[src/rtl/motor_pkg.sv]
// Shared definitions for the stepper coil bus: phase patterns, decoder
// state encoding and the pattern-to-index lookup used by the decoder.
package motor_pkg;

    localparam logic [3:0] P0   = 4'b1100;
    localparam logic [3:0] P1   = 4'b0110;
    localparam logic [3:0] P2   = 4'b0011;
    localparam logic [3:0] P3   = 4'b1001;
    localparam logic [3:0] IDLE = 4'b0000;

    typedef enum logic [1:0] {
        PH0 = 2'd0,
        PH1 = 2'd1,
        PH2 = 2'd2,
        PH3 = 2'd3
    } phase_e;

    typedef enum logic {
        UNLOCKED = 1'b0,
        TRACKING = 1'b1
    } dec_state_e;

    typedef struct packed {
        logic   valid;
        phase_e idx;
    } phase_dec_t;

    // Maps a coil pattern onto its phase index; valid=0 for IDLE and illegal patterns.
    function automatic phase_dec_t phase_to_idx(input logic [3:0] coil);
        phase_dec_t r;
        r.valid = 1'b1;
        r.idx   = PH0;
        case (coil)
            P0:      r.idx = PH0;
            P1:      r.idx = PH1;
            P2:      r.idx = PH2;
            P3:      r.idx = PH3;
            default: r.valid = 1'b0;
        endcase
        return r;
    endfunction

endpackage

[src/rtl/stall_timer.sv]
// Counts clk cycles since the last step; expired is high once the count
// has reached STALL_CYCLES-1. The count saturates there.
module stall_timer #(
    parameter int STALL_CYCLES = 10_000_000
) (
    input  logic clk,
    input  logic start,
    input  logic restart,
    input  logic enable,
    output logic expired
);

    localparam int               CNT_W = (STALL_CYCLES > 1) ? $clog2(STALL_CYCLES) : 1;
    localparam logic [CNT_W-1:0] LAST  = CNT_W'(STALL_CYCLES - 1);

    logic [CNT_W-1:0] count_q;

    // Cycle counter: cleared by a step, advances while enabled, holds at LAST.
    always_ff @(posedge clk or negedge start) begin
        // NOTE: registered state uses non-blocking assignments so every flop
        // samples its inputs from before the edge, independent of block order.
        if (!start) begin
            count_q <= '0;
        end else if (restart) begin
            count_q <= '0;
        end else if (enable && (count_q != LAST)) begin
            count_q <= count_q + CNT_W'(1);
        end
    end

    assign expired = (count_q == LAST);

endmodule

[src/rtl/stepper_phase_decoder.sv]
// Decodes the 4-bit stepper coil bus into step pulses, direction and a
// wrapping signed position, with sticky fault flags and a stall indication.
module stepper_phase_decoder
    import motor_pkg::*;
#(
    parameter int POS_W        = 16,
    parameter int STALL_CYCLES = 10_000_000
) (
    input  logic                    clk,
    input  logic                    start,
    input  logic [3:0]              coil_i,
    input  logic                    clear_pos,
    input  logic                    clear_faults,
    output logic                    step_pulse,
    output logic                    step_dir,
    output logic signed [POS_W-1:0] position,
    output logic [1:0]              phase_idx,
    output logic                    locked,
    output logic                    moving,
    output logic                    fault_illegal,
    output logic                    fault_skip
);

    dec_state_e       state_q, state_d;
    phase_e           phase_q, phase_d;
    logic [3:0]       coil_q;
    logic [POS_W-1:0] pos_q;
    phase_dec_t       dec;
    logic             changed;
    logic [1:0]       delta;
    logic             step_d;
    logic             fwd_d;
    logic             skip_set;
    logic             illegal_set;
    logic             leave_track;
    logic             stall_expired;

    assign dec     = phase_to_idx(coil_i);
    assign changed = (coil_i != coil_q);
    assign delta   = dec.idx - phase_q;

    // Next-state and per-edge event decode from the newly sampled coil pattern.
    always_comb begin
        // NOTE: every signal gets a default before the case so no path leaves
        // one unassigned, which would otherwise infer a latch.
        state_d     = state_q;
        phase_d     = phase_q;
        step_d      = 1'b0;
        fwd_d       = 1'b0;
        skip_set    = 1'b0;
        illegal_set = 1'b0;
        leave_track = 1'b0;
        case (state_q)
            UNLOCKED: begin
                if (changed) begin
                    if (dec.valid) begin
                        state_d = TRACKING;
                        phase_d = dec.idx;
                    end else if (coil_i != IDLE) begin
                        illegal_set = 1'b1;
                    end
                end
            end
            TRACKING: begin
                if (changed) begin
                    if (dec.valid) begin
                        phase_d = dec.idx;
                        case (delta)
                            2'd1: begin
                                step_d = 1'b1;
                                fwd_d  = 1'b1;
                            end
                            2'd3:    step_d   = 1'b1;
                            2'd2:    skip_set = 1'b1;
                            default: ;
                        endcase
                    end else begin
                        state_d     = UNLOCKED;
                        leave_track = 1'b1;
                        illegal_set = (coil_i != IDLE);
                    end
                end
            end
            default: state_d = UNLOCKED;
        endcase
    end

    // Decoder state register.
    always_ff @(posedge clk or negedge start) begin
        if (!start) begin
            state_q <= UNLOCKED;
        end else begin
            state_q <= state_d;
        end
    end

    // Coil history, phase, step outputs, position, faults and moving flag.
    always_ff @(posedge clk or negedge start) begin
        if (!start) begin
            coil_q        <= IDLE;
            phase_q       <= PH0;
            step_pulse    <= 1'b0;
            step_dir      <= 1'b0;
            pos_q         <= '0;
            fault_illegal <= 1'b0;
            fault_skip    <= 1'b0;
            moving        <= 1'b0;
        end else begin
            coil_q     <= coil_i;
            phase_q    <= phase_d;
            step_pulse <= step_d;
            if (step_d) begin
                step_dir <= fwd_d;
            end
            // A clear coincident with a step wins; the pulse is still issued.
            if (clear_pos) begin
                pos_q <= '0;
            end else if (step_d) begin
                pos_q <= fwd_d ? pos_q + POS_W'(1) : pos_q - POS_W'(1);
            end
            // New faults take priority over a same-cycle clear.
            fault_illegal <= illegal_set | (fault_illegal & ~clear_faults);
            fault_skip    <= skip_set    | (fault_skip    & ~clear_faults);
            if (step_d) begin
                moving <= 1'b1;
            end else if (leave_track || stall_expired) begin
                moving <= 1'b0;
            end
        end
    end

    stall_timer #(
        .STALL_CYCLES(STALL_CYCLES)
    ) u_stall_timer (
        .clk    (clk),
        .start  (start),
        .restart(step_d),
        .enable (moving),
        .expired(stall_expired)
    );

    assign position  = pos_q;
    assign phase_idx = phase_q;
    assign locked    = (state_q == TRACKING);

endmodule

[config.mk]
export PLATFORM = sky130hd
export DESIGN_NAME = stepper_phase_decoder
export DESIGN_NICKNAME = d
export VERILOG_FILES = /design/src/rtl/motor_pkg.sv /design/src/rtl/stall_timer.sv /design/src/rtl/stepper_phase_decoder.sv
export SDC_FILE = /design/constraint.sdc
export NUM_CORES = 1
export LEC_CHECK = 0
export ABC_CLOCK_PERIOD_IN_PS = 7950
export CAP_MARGIN = 20
export CELL_PAD_IN_SITES_DETAIL_PLACEMENT = 1
export CELL_PAD_IN_SITES_GLOBAL_PLACEMENT = 1
export CORE_ASPECT_RATIO = 2
export CORE_MARGIN = 8
export CORE_UTILIZATION = 48
export DETAILED_ROUTE_END_ITERATION = 10
export GPL_TIMING_DRIVEN = 0
export PLACE_DENSITY_LB_ADDON = 0.12
export SYNTH_ARGS = -nofsm -noshare
export SYNTH_HDL_FRONTEND = slang
export SYNTH_SLANG_ARGS = --single-unit
export TNS_END_PERCENT = 5
[constraint.sdc]
create_clock -name clk -period 7.95 [get_ports clk]
set_input_delay 1.9875 -clock clk [delete_from_list [all_inputs] [get_ports clk]]
set_output_delay 1.9875 -clock clk [all_outputs]
set_load 0.05 [all_outputs]
# Word level (Yosys, flattened, before mapping)
# Index checks and enable logic that the tools add are counted.
[word_totals]
ff_bits = 52
in_bits = 8
output_inout_bits = 24
elab_cells = 75
[classes]
addsub = 4
n_eq_ne = 10
muxes = 36
bitwise_logic = 6
n_reduce_logical = 9
[op_table]
columns = ["op", "n"]
rows = [
  ["16-bit 2-to-1 mux", 3],
  ["24-bit 2-to-1 mux", 2],
  ["1-bit 2-to-1 mux", 26],
  ["24-bit by 1-bit adder with 24-bit output, second input constant", 1],
  ["24-bit equality test, second input constant", 1],
  ["24-bit inequality test, second input constant", 1],
  ["16-bit by 1-bit adder with 16-bit output, second input constant", 1],
  ["16-bit by 1-bit subtractor with 16-bit output, second input constant", 1],
  ["4-bit equality test, second input constant", 2],
  ["2-bit one-hot mux with 3 select lines", 1],
  ["2-bit nonzero test", 3],
  ["2-bit equality test, second input constant", 2],
  ["4-bit by 2-bit equality test with 1-bit output, second input constant", 1],
  ["4-bit by 3-bit equality test with 1-bit output, second input constant", 1],
  ["2-bit 2-to-1 mux", 2],
  ["4-bit inequality test", 1],
  ["1-bit one-hot mux with 2 select lines", 2],
  ["4-bit nonzero test", 1],
  ["4-bit OR reduction", 1],
  ["1-bit bitwise AND", 2],
  ["2-bit by 1-bit equality test with 1-bit output, second input constant", 1],
  ["1-bit inverter", 2],
  ["1-bit OR", 2],
  ["2-bit AND reduction", 1],
  ["other kinds (4)", 4],
]

# Logic depth before layout (Yosys ltp)
[logic_depth]
depth_word = 11
depth_mapped = 15
depth_no_buf = 14

# By module
# From an unflattened synthesis, not the netlist that was laid out.
[hier_totals]
cells_unflattened = 342
area_unflattened_um2 = 3248.1
[modules_own_cells]
columns = ["module", "n_inst", "cells_each", "area_per_inst_um2", "seq_area_each_um2"]
rows = [
  ["stepper_phase_decoder", 1, 211, 1906.8, 700.7],
  ["stall_timer", 1, 131, 1341.3, 600.6],
]

# Worst setup path after synthesis
# No wires, ideal clock.
[synth_timing]
path_kind = "input to register"
start = "input coil_i[1]"
end = "register pos_q[15], in the netlist position[15]"
setup_ns = 0.128
arrival_time_ns = 5.051
t_required_ns = 7.822
slack_ns = 2.772
cell_stages = 15
path_buffers = 1
cell_sequence = "buf_2 nand2_1 nor3_1 a31oi_1 ha_1 or3_4 inv_4 nand2b_2 ha_1 o211ai_1 o211ai_1 a21oi_1 o31ai_1 mux2i_1 mux2_1"
[synth_between]
elab_chain_len = 11
word_cells_on_any_way = 24
classes_between = "add/sub: 1; eq/ne: 7; mux: 13; reduce/logical: 3"
[synth_rtl]
columns = ["item", "line_no", "text"]
rows = [
  ["from (decl)", "stepper_phase_decoder.sv:11", "input logic [3:0] coil_i,"],
  ["4-bit equality test (tied with other cells)", "motor_pkg.sv:33", "case (coil)"],
  ["2-bit one-hot mux with 3 select lines", "motor_pkg.sv:33", ""],
  ["2-bit subtractor", "stepper_phase_decoder.sv:40", "assign delta = dec.idx - phase_q;"],
  ["2-bit by 1-bit equality test with 1-bit output", "stepper_phase_decoder.sv:68", "case (delta)"],
  ["1-bit 2-to-1 mux", "stepper_phase_decoder.sv:68", ""],
  ["1-bit 2-to-1 mux", "stepper_phase_decoder.sv:66", "if (dec.valid) begin"],
  ["1-bit 2-to-1 mux", "stepper_phase_decoder.sv:65", "if (changed) begin"],
  ["1-bit 2-to-1 mux", "stepper_phase_decoder.sv:53", "case (state_q)"],
  ["16-bit 2-to-1 mux", "stepper_phase_decoder.sv:119", "pos_q <= fwd_d ? pos_q + POS_W'(1) : pos_q - POS_W'(1);"],
  ["16-bit 2-to-1 mux", "stepper_phase_decoder.sv:118", "end else if (step_d) begin"],
  ["16-bit 2-to-1 mux", "stepper_phase_decoder.sv:116", "if (clear_pos) begin"],
  ["to (signal assigned)", "stepper_phase_decoder.sv:119", ""],
  ["to (decl)", "stepper_phase_decoder.sv:27", "logic [POS_W-1:0] pos_q;"],
]
# Several ways; a longest one is shown, not always the timed one. The select of a mux whose other input is x is not followed.
# A chain may end at the register's enable or synchronous reset.

# Worst setup path in the final report
[layout_timing]
start = "input coil_i[2]"
end = "register pos_q[15], in the netlist position[15]"
# Same word-level chain as after synthesis.

==> flow_metrics.tcl <==
set metrics [dict create \
    fp.dieW_um 73.98 \
    nNetsFinal 411 \
    cts_buffer_depth 2 \
    slew_viol_final 0 \
    critPathArrivalTime_ns 6.21 \
    drtAntennaViolNets 0 \
    dr_wl_met2_mm 4.758 \
    die_h_um 132.0 \
    grt_pass1_wl_mm 13.78 \
    regToRegStartpoint "coil_q[0]" \
    clkPwrFrac 0.256 \
    initial_utilization 0.4912 \
    leakagePower_nw 1.675 \
    ys_seq_area_frac 0.4033 \
    period_share 0.7585 \
    final_util 0.5815 \
    synth_area_um2 3227 \
    place_inst 465 \
    timing.fmax_mhz 165.8 \
    p_switching_uw 360.5 \
    synth_enable_flop_cells 0 \
    powerDensity_nw_per_um2 255.0 \
    grt_usage 0.1806 \
    ys_warn_count 0 \
    ios 32 \
    swShare 0.3700 \
    skew_ns 0.007083 \
    drtIter0Drc 94 \
    worst_pin_slew_ns 0.9338 \
    vias 2691 \
    portBuffers 30 \
    cts_made_buffers 5 \
    finalNonFillerCells 473 \
    synth_compound_area_frac 0.1361 \
    vias_per_cell 5.689 \
    insertion_delay_ns 0.30 \
    setup_viol 0 \
    synth_top_family_by_area "simple AND/OR/NAND/NOR gates" \
    holdWs_ns 0.4963 \
    crit_type "primary input to flop" \
    cts_resized 0 \
    routed_wl_mm 8.181 \
    yosys.area_share.simple 0.2175 \
    rows 42 \
    cts_setup_buffers 0 \
    cts_sinks 52 \
    drive_above_1_share 0.08312 \
    finalSetupTns_ns 0 \
    p_seq_frac 0.415 \
    drc_errors 0 \
    die_area_um2 9761 \
    root_buffer "clkbuf_16" \
    crit_fanout 19 \
    top_layer_used "met4" \
    clk_pin_slew_ns 0.07 \
    hpwlAfterDp_mm 6.283 \
    postSynthAreaPerCell_um2 9.326 \
    worstHoldStart "step_dir" \
    syn_nets 373 \
    rsz0062_at_grt "no" \
    hold_violations 0 \
    grt_max_degree 39 \
    slew_headroom 0.3718 \
    crit_path_start_kind "primary input" \
    core-area_um2 6569 \
    htreeDepth 2 \
    wire_per_inst_um 17.30 \
    synth.area.mux_share 0.01280 \
    end_kind "flop" \
    wl_met1_mm 3.058 \
    pwr-share-comb 0.328 \
    synth_xor_area_frac 0.1113 \
    antenna_found_initial 0 \
    wl_met3_um 190 \
    critPathLaunch "coil_i[2]" \
    cts_tree "done" \
    required_ns 8.13 \
    power_uw 974.1 \
    cts-hold-fix-buffers 0 \
    gp_congestion 0.8026 \
    synthFlopType "dfrtp_1" \
    ys_types 53 \
    yosys.area_share.adder 0.07600 \
    async_flop_share 1.000 \
    postSynthCellCount 346 \
    hold_class "flop to flop" \
    drv_cap 0 \
    p_int_uw 613.6 \
    synth_seq_cells 52 \
    grt_overflow 0 \
    fin_crit_ns 6.030 \
    area_growth_pct 18.38 \
    vdd_drop_max_uv 204.6 \
    status "complete, no violations" \
    first_pass_iters 4 \
    grt_pass1_vias 2867 \
    diodes 0 \
]
through the flow:
stage | worst slack [ns] | instance area (um^2)
2_1_floorplan | 2.772 | 3227
3_3_place_gp | 1.670 | 3637
3_5_place_dp | 1.569 | 3652
4_1_cts | 1.880 | 3820
5_1_grt | 1.633 | 3820
6_report | 1.920 | 3820
worst paths after layout:
| kind | to | slack (ns) | cells past startpoint |
|---|---|---|---|
| max in group asynchronous | phase_idx[1] | 5.77 | 2 |
| setup reg to reg | position[15] | 4.15 | 12 |
| min in group asynchronous | position[4] | 1.62 | 1 |
| setup / recovery | position[15] | 1.92 | 16 |
| hold / removal | step_dir | 0.50 | 2 |
| hold reg to reg | step_dir | 0.50 | 2 |
logic make-up after synthesis:
group,count (synthesis)
adder cells (fa/ha/maj),19
AO/OA/AOI/OAI,64
multiplexers,4
buffers and inverters,25
XOR/XNOR,41
flip-flops,52
AND/OR/NAND/NOR,141
worst max-delay path: stages:
cell	delay, ns
clkdlybuf4s50_1	0.47
buf_2	0.19
nand2_1	0.07
nor3_1	0.17
a31oi_1	0.08
ha_1	0.34
or3_4	0.44
inv_4	0.12
nand2b_2	0.29
ha_1	0.48
o211ai_1	0.12
o211ai_1	0.27
a21oi_1	0.17
o31ai_1	0.39
mux2i_1	0.28
mux2_1	0.35
final cells by class:
class / count / area [um^2]
inverter: 8 / 32.53
clock buffer: 5 / 125.1
clock inverter: 3 / 42.54
buffer: 17 / 106.4
tap: 88 / 110.1
sequential: 52 / 1301
timing repair buffer: 31 / 315.3
fill: 765 / 2749
multi-input combinational: 269 / 1787
power groups by stage:
stage	sequential [mW]	clock, mW	combinational, mW
after floorplan	0.428	0	0.201
after global placement	0.405	0	0.312
after detailed placement	0.408	0	0.321
after CTS	0.404	0.259	0.324
after global routing	0.414	0.269	0.352
final	0.405	0.250	0.320
layer usage:
metal	GRT usage	vias to the layer above
met3	0.02820	11
li1	-	1294
met4	0.07287	0
met5	0	-
met2	0.3479	29
met1	0.1747	1357
cells in the mapped netlist, types with 3 or more instances:
cell      instances  area share
mux2i_1           3      0.0093
nor3_1            5      0.0078
nand2_1          34       0.040
a21o_1            3      0.0070
a21oi_1          24       0.037
and2_1            5      0.0097
nor4_1            3      0.0058
xor2_1           25       0.068
buf_2             7       0.011
dfrtp_1          52        0.40
o211ai_1          4      0.0093
nand3_1          16       0.025
xnor2_1          16       0.043
inv_1             7      0.0081
nor2_1           42       0.049
clkbuf_1          5      0.0058
o31ai_1           4      0.0093
o21ai_0           8       0.012
nand4_1          11       0.021
and3_1            9       0.017
and4_1            3      0.0081
buf_6             4       0.014
or4b_1            3      0.0093
ha_1             18       0.070
flip-flops by register name (all words and copies together) (netlist names), named ones only:
| register | flops |
|---|---|
| u_stall_timer.count_q | 24 |
| coil_q | 4 |
| moving | 1 |
| step_pulse | 1 |
| step_dir | 1 |
| fault_skip | 1 |
| fault_illegal | 1 |
| position | 16 |
| phase_idx | 2 |
cell usage in the layout, fill, tap and decap left out, drive strengths merged, types with 4 or more instances in the layout:
master         count
dfrtp             52
nor2              42
nand2             34
clkdlybuf4s50     29
xor2              25
a21oi             24
ha                18
xnor2             16
nand3             16
buf               14
nand4             11
clkbuf            10
and3               9
o21ai              8
inv                8
nor3               5
and2               5
o211ai             5
o31ai              4
nor4               4
No activity file was read; power rests on OpenSTA's default activity.
